<file path="config.mk">
export PLATFORM = sky130hd
export DESIGN_NAME = mcse_top
export DESIGN_NICKNAME = d
export VERILOG_FILES = /design/src/rtl/mcse_top.sv
export SDC_FILE = /design/constraint.sdc
export NUM_CORES = 1
export LEC_CHECK = 0
export ABC_AREA = 1
export BUFFER_PORTS_ARGS = -buffer_cell sky130_fd_sc_hd__buf_4
export CAP_MARGIN = 20
export CORE_AREA = 8 8 220 222
export DETAILED_ROUTE_END_ITERATION = 12
export DIE_AREA = 0 0 228 230
export GPL_TIMING_DRIVEN = 0
export SETUP_SLACK_MARGIN = 0.15
export SYNTH_ARGS = -nofsm -noshare
export SYNTH_HDL_FRONTEND = slang
export SYNTH_SLANG_ARGS = --single-unit
</file>
<file path="constraint.sdc">
create_clock -name clk -period 3.2 [get_ports clk]
set_clock_uncertainty 0.15 [all_clocks]
set_input_delay 0.64 -clock clk [delete_from_list [all_inputs] [get_ports clk]]
set_output_delay 0.64 -clock clk [all_outputs]
set_load 0.01 [all_outputs]
</file>
<file path="src/rtl/mcse_top.sv">
`default_nettype none
// -----------------------------------------------------------------------------
// mcse_top : MCSE boot/lifecycle controller, all host handshakes on GPIO.
// Optional IP-ID framing check: MCSE_FRAME_CHECK_EN.          Rev 1.0
// -----------------------------------------------------------------------------
module mcse_top #(
  parameter int           GPIO_N     = 32,
  parameter int           IPID_N     = 3,
  parameter int           IPID_WIDTH = 256,
  parameter logic [255:0] TID_TEST   = 256'h33a344a35afd82155e5a6ef2d092085d704dc70561dde45d27962d79ea56a24a,
  parameter logic [255:0] AID_OEM    = 256'h431909d9da263164ab4d39614e0c50a32774a49b3390a53ffa63e8d74b8e7c0b,
  parameter logic [255:0] TID_OEM    = 256'h988b6a57b75f5696f01b8207b1c99bc888b4a2421a0ab4b29bd302f5b8a93348,
  parameter logic [255:0] AID_DEP    = 256'h8e30701845bea3e44d0aed1ba6d4893a0de91fea6f42571d3714a3c6daa39978,
  parameter logic [255:0] TID_DEP    = 256'h4893565d146d9fa19dc850e0c409b2a62ec5cb53eea4d4719c93a882f988284e,
  parameter logic [255:0] AID_RCL    = 256'hd995f5ddfb1625e3a33b0ee123b6672f35df88d6652eaec51d26f3a50b030ad8,
  parameter logic [255:0] TID_RCL    = 256'hcabc36e4f52fcd1a8b62d82d975e4c8595da7f6df52e2143174c3dc8b3870e03,
  parameter logic [255:0] AID_EOL    = 256'hdf0f326b1bf6611d944491d7a0618af56ac57e391ba38425f9f33cafdd7439a9
) (
  input  logic              clk,
  input  logic              rst_n,
  input  logic              init_config_n,
  input  logic [GPIO_N-1:0] gpio_in,
  input  logic              lc_transition_request_in,
  input  logic [255:0]      lc_transition_id,
  input  logic              lc_authentication_valid,
  input  logic [255:0]      lc_authentication_id,
  output logic [GPIO_N-1:0] gpio_out
);

  localparam int             WORDS        = IPID_WIDTH / 16;
  localparam int             WCW          = $clog2(WORDS + 2);
  localparam logic [WCW-1:0] LAST_PAYLOAD = WCW'(WORDS);
  localparam logic [3:0]     LAST_IP      = 4'(IPID_N - 1);
  localparam logic [15:0]    HDR_WORD     = 16'h7A7A;
  localparam logic [15:0]    TRL_WORD     = 16'hB9B9;
  localparam logic [2:0]     LC_TEST      = 3'd0;
  localparam logic [2:0]     LC_OEM       = 3'd1;
  localparam logic [2:0]     LC_DEP       = 3'd2;
  localparam logic [2:0]     LC_RCL       = 3'd3;
  localparam logic [2:0]     LC_EOL       = 3'd4;

  typedef enum logic [3:0] {
    S_IDLE, S_BOOT_RST, S_AUTH, S_WAKE, S_IPID, S_RELEASE,
    S_OPER, S_TRN_RST, S_TRN_GAP, S_LOCKED, S_HALT
  } state_t;

  state_t                               state;
  logic                                 rst_req, op_rel, wake, ip_trig, locked, frame_err;
  logic [3:0]                           ip_addr;
  logic [2:0]                           lc;
  logic [WCW-1:0]                       word_cnt;
  logic                                 gap, retry;
  logic [IPID_WIDTH-1:0]                frame_sr;
  logic [IPID_N-1:0][IPID_WIDTH-1:0]    ip_store;
  logic [15:0]                          word;
  logic                                 frame_ok;
  logic                                 tid_hit;
  logic                                 unused_bits;

  function automatic logic [255:0] aid_of(input logic [2:0] code);
    case (code)
      LC_OEM:  aid_of = AID_OEM;
      LC_DEP:  aid_of = AID_DEP;
      LC_RCL:  aid_of = AID_RCL;
      LC_EOL:  aid_of = AID_EOL;
      default: aid_of = '0;
    endcase
  endfunction

  function automatic logic [255:0] tid_of(input logic [2:0] code);
    case (code)
      LC_TEST: tid_of = TID_TEST;
      LC_OEM:  tid_of = TID_OEM;
      LC_DEP:  tid_of = TID_DEP;
      LC_RCL:  tid_of = TID_RCL;
      default: tid_of = '0;
    endcase
  endfunction

  assign word    = gpio_in[31:16];
  assign tid_hit = lc_transition_request_in && (lc < LC_EOL) && (lc_transition_id == tid_of(lc));

`ifdef MCSE_FRAME_CHECK_EN
  logic hdr_bad;
  assign frame_ok = !hdr_bad && (word == TRL_WORD);
`else
  assign frame_ok = 1'b1;
`endif

  always_ff @(posedge clk or negedge rst_n) begin
    if (!rst_n) begin
      state     <= S_IDLE;
      rst_req   <= 1'b0;
      op_rel    <= 1'b0;
      wake      <= 1'b0;
      ip_trig   <= 1'b0;
      ip_addr   <= '0;
      lc        <= LC_TEST;
      locked    <= 1'b0;
      frame_err <= 1'b0;
      word_cnt  <= '0;
      gap       <= 1'b0;
      retry     <= 1'b0;
      frame_sr  <= '0;
      ip_store  <= '0;
`ifdef MCSE_FRAME_CHECK_EN
      hdr_bad   <= 1'b0;
`endif
    end else if (!init_config_n && state != S_LOCKED && state != S_HALT) begin
      state    <= S_IDLE;
      rst_req  <= 1'b0;
      op_rel   <= 1'b0;
      wake     <= 1'b0;
      ip_trig  <= 1'b0;
      ip_addr  <= '0;
      word_cnt <= '0;
      retry    <= 1'b0;
    end else begin
      case (state)
        S_IDLE: begin
          state   <= S_BOOT_RST;
          rst_req <= 1'b1;
        end
        S_BOOT_RST: if (gpio_in[1]) begin
          rst_req <= 1'b0;
          if (lc == LC_TEST) begin
            state <= S_WAKE;
            wake  <= 1'b1;
          end else begin
            state <= S_AUTH;
          end
        end
        S_AUTH: if (lc_authentication_valid) begin
          if (lc_authentication_id != aid_of(lc)) begin
            state  <= S_LOCKED;
            locked <= 1'b1;
          end else if (lc == LC_EOL) begin
            state <= S_HALT;
          end else begin
            state <= S_WAKE;
            wake  <= 1'b1;
          end
        end
        S_WAKE: if (gpio_in[7]) begin
          wake     <= 1'b0;
          state    <= S_IPID;
          ip_addr  <= '0;
          ip_trig  <= 1'b1;
          word_cnt <= '0;
        end
        S_IPID: begin
          if (ip_trig) begin
            if (gpio_in[13]) begin
              word_cnt <= word_cnt + 1'b1;
              if (word_cnt == '0) begin
`ifdef MCSE_FRAME_CHECK_EN
                hdr_bad <= (word != HDR_WORD);
`endif
              end else if (word_cnt <= LAST_PAYLOAD) begin
                frame_sr <= {frame_sr[IPID_WIDTH-17:0], word};
              end else begin
                ip_trig  <= 1'b0;
                gap      <= 1'b0;
                word_cnt <= '0;
                if (frame_ok) begin
                  retry <= 1'b0;
                  for (int i = 0; i < IPID_N; i++)
                    if (ip_addr == 4'(i)) ip_store[i] <= frame_sr;
                end else begin
                  frame_err <= 1'b1;
                  retry     <= 1'b1;
                  frame_sr  <= '0;
                end
              end
            end else begin
              // valid dropped mid-frame: the host restarts from the header
              word_cnt <= '0;
            end
          end else if (!gap) begin
            gap <= 1'b1;
          end else if (retry) begin
            retry   <= 1'b0;
            ip_trig <= 1'b1;
          end else if (ip_addr == LAST_IP) begin
            ip_addr <= '0;
            if (lc == LC_TEST) begin
              state <= S_OPER;
            end else begin
              state  <= S_RELEASE;
              op_rel <= 1'b1;
            end
          end else begin
            ip_addr <= ip_addr + 1'b1;
            ip_trig <= 1'b1;
          end
        end
        S_RELEASE: if (gpio_in[5]) begin
          op_rel <= 1'b0;
          state  <= S_OPER;
        end
        S_OPER: if (tid_hit) begin
          state   <= S_TRN_RST;
          rst_req <= 1'b1;
        end
        S_TRN_RST: if (gpio_in[1]) begin
          rst_req <= 1'b0;
          lc      <= lc + 3'd1;
          state   <= S_TRN_GAP;
        end
        S_TRN_GAP: begin
          rst_req <= 1'b1;
          state   <= S_BOOT_RST;
        end
        S_LOCKED, S_HALT: begin
          state <= state;
        end
        default: state <= S_IDLE;
      endcase
    end
  end

  assign gpio_out = {{(GPIO_N-18){1'b0}}, frame_err, locked, lc, ip_trig, ip_addr,
                     1'b0, wake, 1'b0, op_rel, 3'b000, rst_req};

  assign unused_bits = ^{gpio_in[0], gpio_in[4:2], gpio_in[6], gpio_in[12:8], gpio_in[15:14], ip_store};

endmodule
`default_nettype wire

</file>
# Word level (Yosys, flattened, before mapping)
# Cells that the tools add are included.
# W data, S select, Z words.
# op_classes
eq_ne,42
n_mux,73
order_cmp,2
n_reduce_logical,28
add_sub_neg,3
n_bitwise,1
# op_table
operator,count
$pmux W256 S4,2
$mux W256,3
$eq A256 B256 Y1,1
$ne A256 B256 Y1,1
$mux W4,19
$ne A3 B3 Y1 const B,17
$pmux W4 S9,1
$mux W1,35
$mux W5,6
$eq A4 B3 Y1 const B,4
$reduce_and A5 Y1,3
$reduce_and A7 Y1,2
$eq A4 B2 Y1 const B,3
$eq A4 B4 Y1 const B,3
$reduce_and A11 Y1,1
$pmux W5 S2,1
$reduce_and A3 Y1,3
$reduce_bool A3 Y1,3
$ne A2 B2 Y1 const B,4
$ne A4 B4 Y1 const B,2
$pmux W4 S2,1
$reduce_bool A4 Y1,2
$eq A3 B2 Y1 const B,2
$pmux W1 S3,2
other kinds (22),28
# word_totals
reg_bits,23
input_bits,549

# Longest topological paths before layout
# logic_depth
depth_word,10
mapped_depth,24
ltp_nobuf,20

# Worst setup path after synthesis
# OpenSTA, ideal clock, no wires.
# synth_timing
path_kind,reg-to-reg
startpoint,register lc[0]
endpoint,register state[3]
setup_ns,0.066
t_required_ns,2.984
slack_ns,0.400
synth_period_minus_slack_ns,2.800
stages_incl_launch_ff,22
arrival_ns,2.583
cell_sequence,dfrtp_1 -> ha_1 -> ha_1 -> buf_4 -> inv_2 -> buf_4 -> nand2_2 -> nor2_2 -> nand2_1 -> nand2_1 -> inv_1 -> nor2_1 -> nand2_1 -> nor2_1 -> nand2_1 -> nor2_1 -> nand3_1 -> nand2_2 -> nand2_2 -> nor2_2 -> nand2_1 -> nand2_1
# synth_via
elab_chain_cells,10
# synth_lines
item,line_no,source
start: declaration,50,logic [2:0] lc;
start signal: assignment,207,lc <= lc + 3'd1;
"$eq A3 B3 Y1, or another cell as far along","61, 137",
$pmux W256 S4,61,case (code)
$mux W256,133,S_AUTH: if (lc_authentication_valid) begin
$mux W256,119,case (state)
$mux W256,109,end else if (!init_config_n && state != S_LOCKED && state != S_HALT) begin
$ne A256 B256 Y1,134,if (lc_authentication_id != aid_of(lc)) begin
$mux W4,134,
$mux W4,133,
$pmux W4 S9,119,
$mux W4,109,
end signal: assignment,215,state <= state;
end: declaration,47,state_t state;
# Several ways; a longest one is shown, not always the timed one. The select of a mux whose other input is x is not followed.
# A chain may end at the register's enable or synchronous reset.

# Worst setup path in the final report
# layout_timing
startpoint,register lc[1]
endpoint,register state[0]
# Same word-level chain as after synthesis.

==> metrics.csv <==
metric;value;unit
Avg Inst Size Synth;4.662;um^2
FF-to-FF Start;lc[1];
number of levels the H-tree was split into;1;
post-placement cell count;2888;
worst min-delay path class;in -> async;
Num CTS Buffers;3;
flip-flop and latch count after synthesis;22;
via count of the first global-routing pass;12215;
1st-pass router iterations;5;
P per Cell Area;401.9;nW/um^2
largest net degree at the start of global routing;23;
number of pins with negative max-slew slack in the final report;0;
f_max;0.3304;GHz
Clk Tree Root Cell;sky130_fd_sc_hd__clkbuf_16;
per-cell routed wire length;17.89;um
number of nets in the finished design;2895;
number of enable-type register cells in the synthesized netlist;0;
violation count after the first detailed-route iteration;738;
number of distinct library cell variants in the gate-level netlist after synthesis;46;
first-pass GRT wire length;75490;um
Switch Pwr;3.029;mW
Max VDD drop;147.5;uV
initial core utilization;18.04;%
HPWL reported at the end of detailed placement;45850;um
result of the run;finished clean;
instance area at placement;12910;um^2
ratio of final minimum period to clock period;94.57;%
element type at the critical path end;flop;
horizontal die dimension;228;um
filler cell count;5190;
final-report setup violation count;0;
number of maximum-capacitance violations;0;
highest layer used for signal routing;met4;
met3 wire len;3482;um
critical path type;reg -> reg;
die outline area;52440;um^2
antenna violations before repair;1;
drt drc;0;
FF-to-FF End;state[0];
internal power;2.612;mW
vias;12394;
proportion of power drawn by flip-flops and latches;7.2;%
async set-or-reset flop fraction in the synthesized netlist;100.0;%
Clk Latency, worst-skew pair;0.26;ns
cell depth of the worst flop-to-flop path;22;
final cell area excluding filler cells;14030;um^2
vertical extent of the die;230;um
Tot Pwr;5.640;mW
yosys synthesis warning count;0;
setup repair after global routing missed its margin;yes;
maximum count of clock buffers along a single path;2;
critical path fanouts, max;6;
number of hold-slack violations in the final timing report;0;
clock-pin slew of the registers on the worst-case setup and hold paths;0.07;ns
input/output buffers;532;
global route overflow;0;
Period minus WS final;3.026;ns
slack of the worst reg-to-reg path;0.17;ns
Worst Slack Setup Final;0.1737;ns
Top FF cell, synth;sky130_fd_sc_hd__dfrtp_1;
number of top-level pins;581;
via density per instance;4.220;
antenna viol nets, final;0;
type of element launching the critical path;flop;
total wirelength of the detailed-routed design;52530;um
gpl congestion;0.9235;
register area share after synthesis;6.799;%
pre-CTS setup slack;-1.084;ns
wl on met1;21610;um
transition time of the tightest slew-check pin;0.6290;ns
Gate Count Post-Synth;1737;
Netlist Area Pre-Place;8098;um^2
proportion of power drawn by the clock network;6.5;%
fraction of layout cells with a size suffix above 1;32.23;%
relative contribution of combinational cells to total power;86.3;%
Worst EP required;3.25;ns
cell leakage power;7.871;nW
# rows;78;
non-filler instance count after layout;2937;
core utilization of the finished layout;31.26;%
switching share of power;53.69;%
GRT Overall Usage;18.71;%
Clock Sink Count;22;
max-slew headroom at the worst pin;57.62;%
Floorplan Core Area;44890;um^2
CTS Hold Bufs;0;
Routed met2 length;26620;um
Critical Path AT;3.08;ns
area delta synth->final;73.30;%
clock tree from TritonCTS;yes;
[how the worst max path moves through the flow]
stage / slack, ns / startpoint / end / depth (start not counted)
after global placement: -1.04 / lc[0] / state[0] / 19
after CTS: 0.15 / lc[2] / state[3] / 24
after global routing: -0.003 / lc[2] / state[3] / 19
after detailed placement: -1.08 / lc[0] / state[3] / 19
after floorplan: 0.40 / lc[0] / state[3] / 21
final: 0.17 / lc[1] / state[0] / 22
[metal layers]
metal,track usage [%],up-vias
li1,-,6520
met1,21.67,5379
met2,35.31,467
met3,3.731,28
met4,3.449,0
met5,0,-
[power by group through the flow]
stage,clock network (mW),logic (mW),registers (mW)
final,0.366,4.87,0.408
after global routing,0.389,5.37,0.419
after CTS,0.387,4.65,0.406
after detailed placement,0,4.12,0.410
after global placement,0,4.11,0.411
after floorplan,0,2.39,0.398
[worst max-delay path, cell delays in order, from the launching register on]
cell	delay (ns)
sky130_fd_sc_hd__dfrtp_2	0.46
sky130_fd_sc_hd__ha_4	0.19
sky130_fd_sc_hd__ha_4	0.16
sky130_fd_sc_hd__buf_12	0.13
sky130_fd_sc_hd__inv_8	0.06
sky130_fd_sc_hd__buf_12	0.11
sky130_fd_sc_hd__nand2_8	0.08
sky130_fd_sc_hd__clkinvlp_4	0.19
sky130_fd_sc_hd__buf_4	0.14
sky130_fd_sc_hd__nor2_1	0.03
sky130_fd_sc_hd__nor2_1	0.07
sky130_fd_sc_hd__nand2_1	0.06
sky130_fd_sc_hd__nor2_1	0.09
sky130_fd_sc_hd__nand2_1	0.09
sky130_fd_sc_hd__nor2_4	0.14
sky130_fd_sc_hd__nand2_2	0.10
sky130_fd_sc_hd__nor2_2	0.13
sky130_fd_sc_hd__nand3_2	0.14
sky130_fd_sc_hd__nand2_4	0.12
sky130_fd_sc_hd__nand2_4	0.07
sky130_fd_sc_hd__nor2_4	0.11
sky130_fd_sc_hd__nand2_1	0.06
sky130_fd_sc_hd__nand2_1	0.05
[per-stage QoR]
step	hold WS [ns]	setup TNS [ns]
final	0.1253	0
after detailed placement	0.3136	-7.252
after floorplan	0.1944	0
after global routing	0.1396	-0.003342
after global placement	0.3075	-6.994
after CTS	0.1338	0
[area by class of cell]
cell class,count,area (um^2),share of cell area [%]
clock buffer,3,75.07,0.5349
timing repair buffer,576,4415,31.46
antenna,1,2.502,0.01783
multi-input combinational,1435,6676,47.57
sequential,22,553.0,3.941
inverter,237,922.1,6.571
clock inverter,1,30.03,0.2140
buffer,62,608.1,4.333
tap,600,750.7,5.349
[logic make-up after synthesis]
kind of cell    after synthesis  share of synthesized area, %
simple gates               1233                         62.65
buf+inv                     299                         16.72
compound gates              155                         10.44
flops                        22                         6.799
xor+xnor                     18                         1.947
fa+ha+maj                     9                         1.391
other cells                   1                       0.04631
[state kept, by name, indices dropped and copies added, names as in the netlist]
signal and count:
state 4, op_rel 1, word_cnt 5, ip_addr 4, lc 3, rst_req 1
ip_trig 1, wake 1, gap 1, locked 1
[what timing repair did]
action / 4_1_cts / 5_1_grt
gates resized for setup: 103 / 70
pin swaps: 20 / 38
cloned: 0 / 0
endpoints found under the setup margin: 7 / 8
buffers inserted: 30 / 14
[cells in the final DEF, fill, tap and decap left out, drive strengths merged]
cell / synthesis / final
nand2: 738 / 738
buf: 61 / 635
nor2: 294 / 294
inv: 237 / 235
o21ai: 112 / 112
nand3: 109 / 109
nor3: 32 / 32
nand4: 25 / 25
dfrtp: 22 / 22
conb: 1 / 20
a21oi: 20 / 20
nand3b: 12 / 12
or2: 11 / 11
xnor2: 11 / 11
ha: 9 / 9
xor2: 7 / 7
clkbuf: 1 / 6
o21bai: 5 / 5
and3: 5 / 5
a31oi: 4 / 4
o22ai: 4 / 4
o21a: 3 / 3
clkinvlp: 0 / 2
or3: 2 / 2
o211ai: 2 / 2
nor4: 2 / 2
and2: 2 / 2
diode: 0 / 1
nor3b: 1 / 1
a22oi: 1 / 1
a22o: 1 / 1
o22a: 1 / 1
o221a: 1 / 1
a31o: 1 / 1
bufinv: 0 / 1
[synthesized netlist by cell type (all sizes together), types with 2 or more instances]
cell      n  area share (%)
buf      61             5.6
dfrtp    22             6.8
nor3     32             2.0
o22ai     4            0.31
nand3   109             6.8
o21a      3            0.28
nor4      2            0.15
o21ai   112             7.1
nand4    25             1.9
and2      2            0.15
nand2   738              35
or2      11            0.85
xnor2    11             1.2
o211ai    2            0.19
nor2    294              14
or3       2            0.15
xor2      7            0.76
nand3b   12             1.1
and3      5            0.39
o21bai    5            0.46
ha        9             1.4
a31oi     4            0.31
inv     237              11
a21oi    20             1.2
Power figures use the tool's default switching activity.
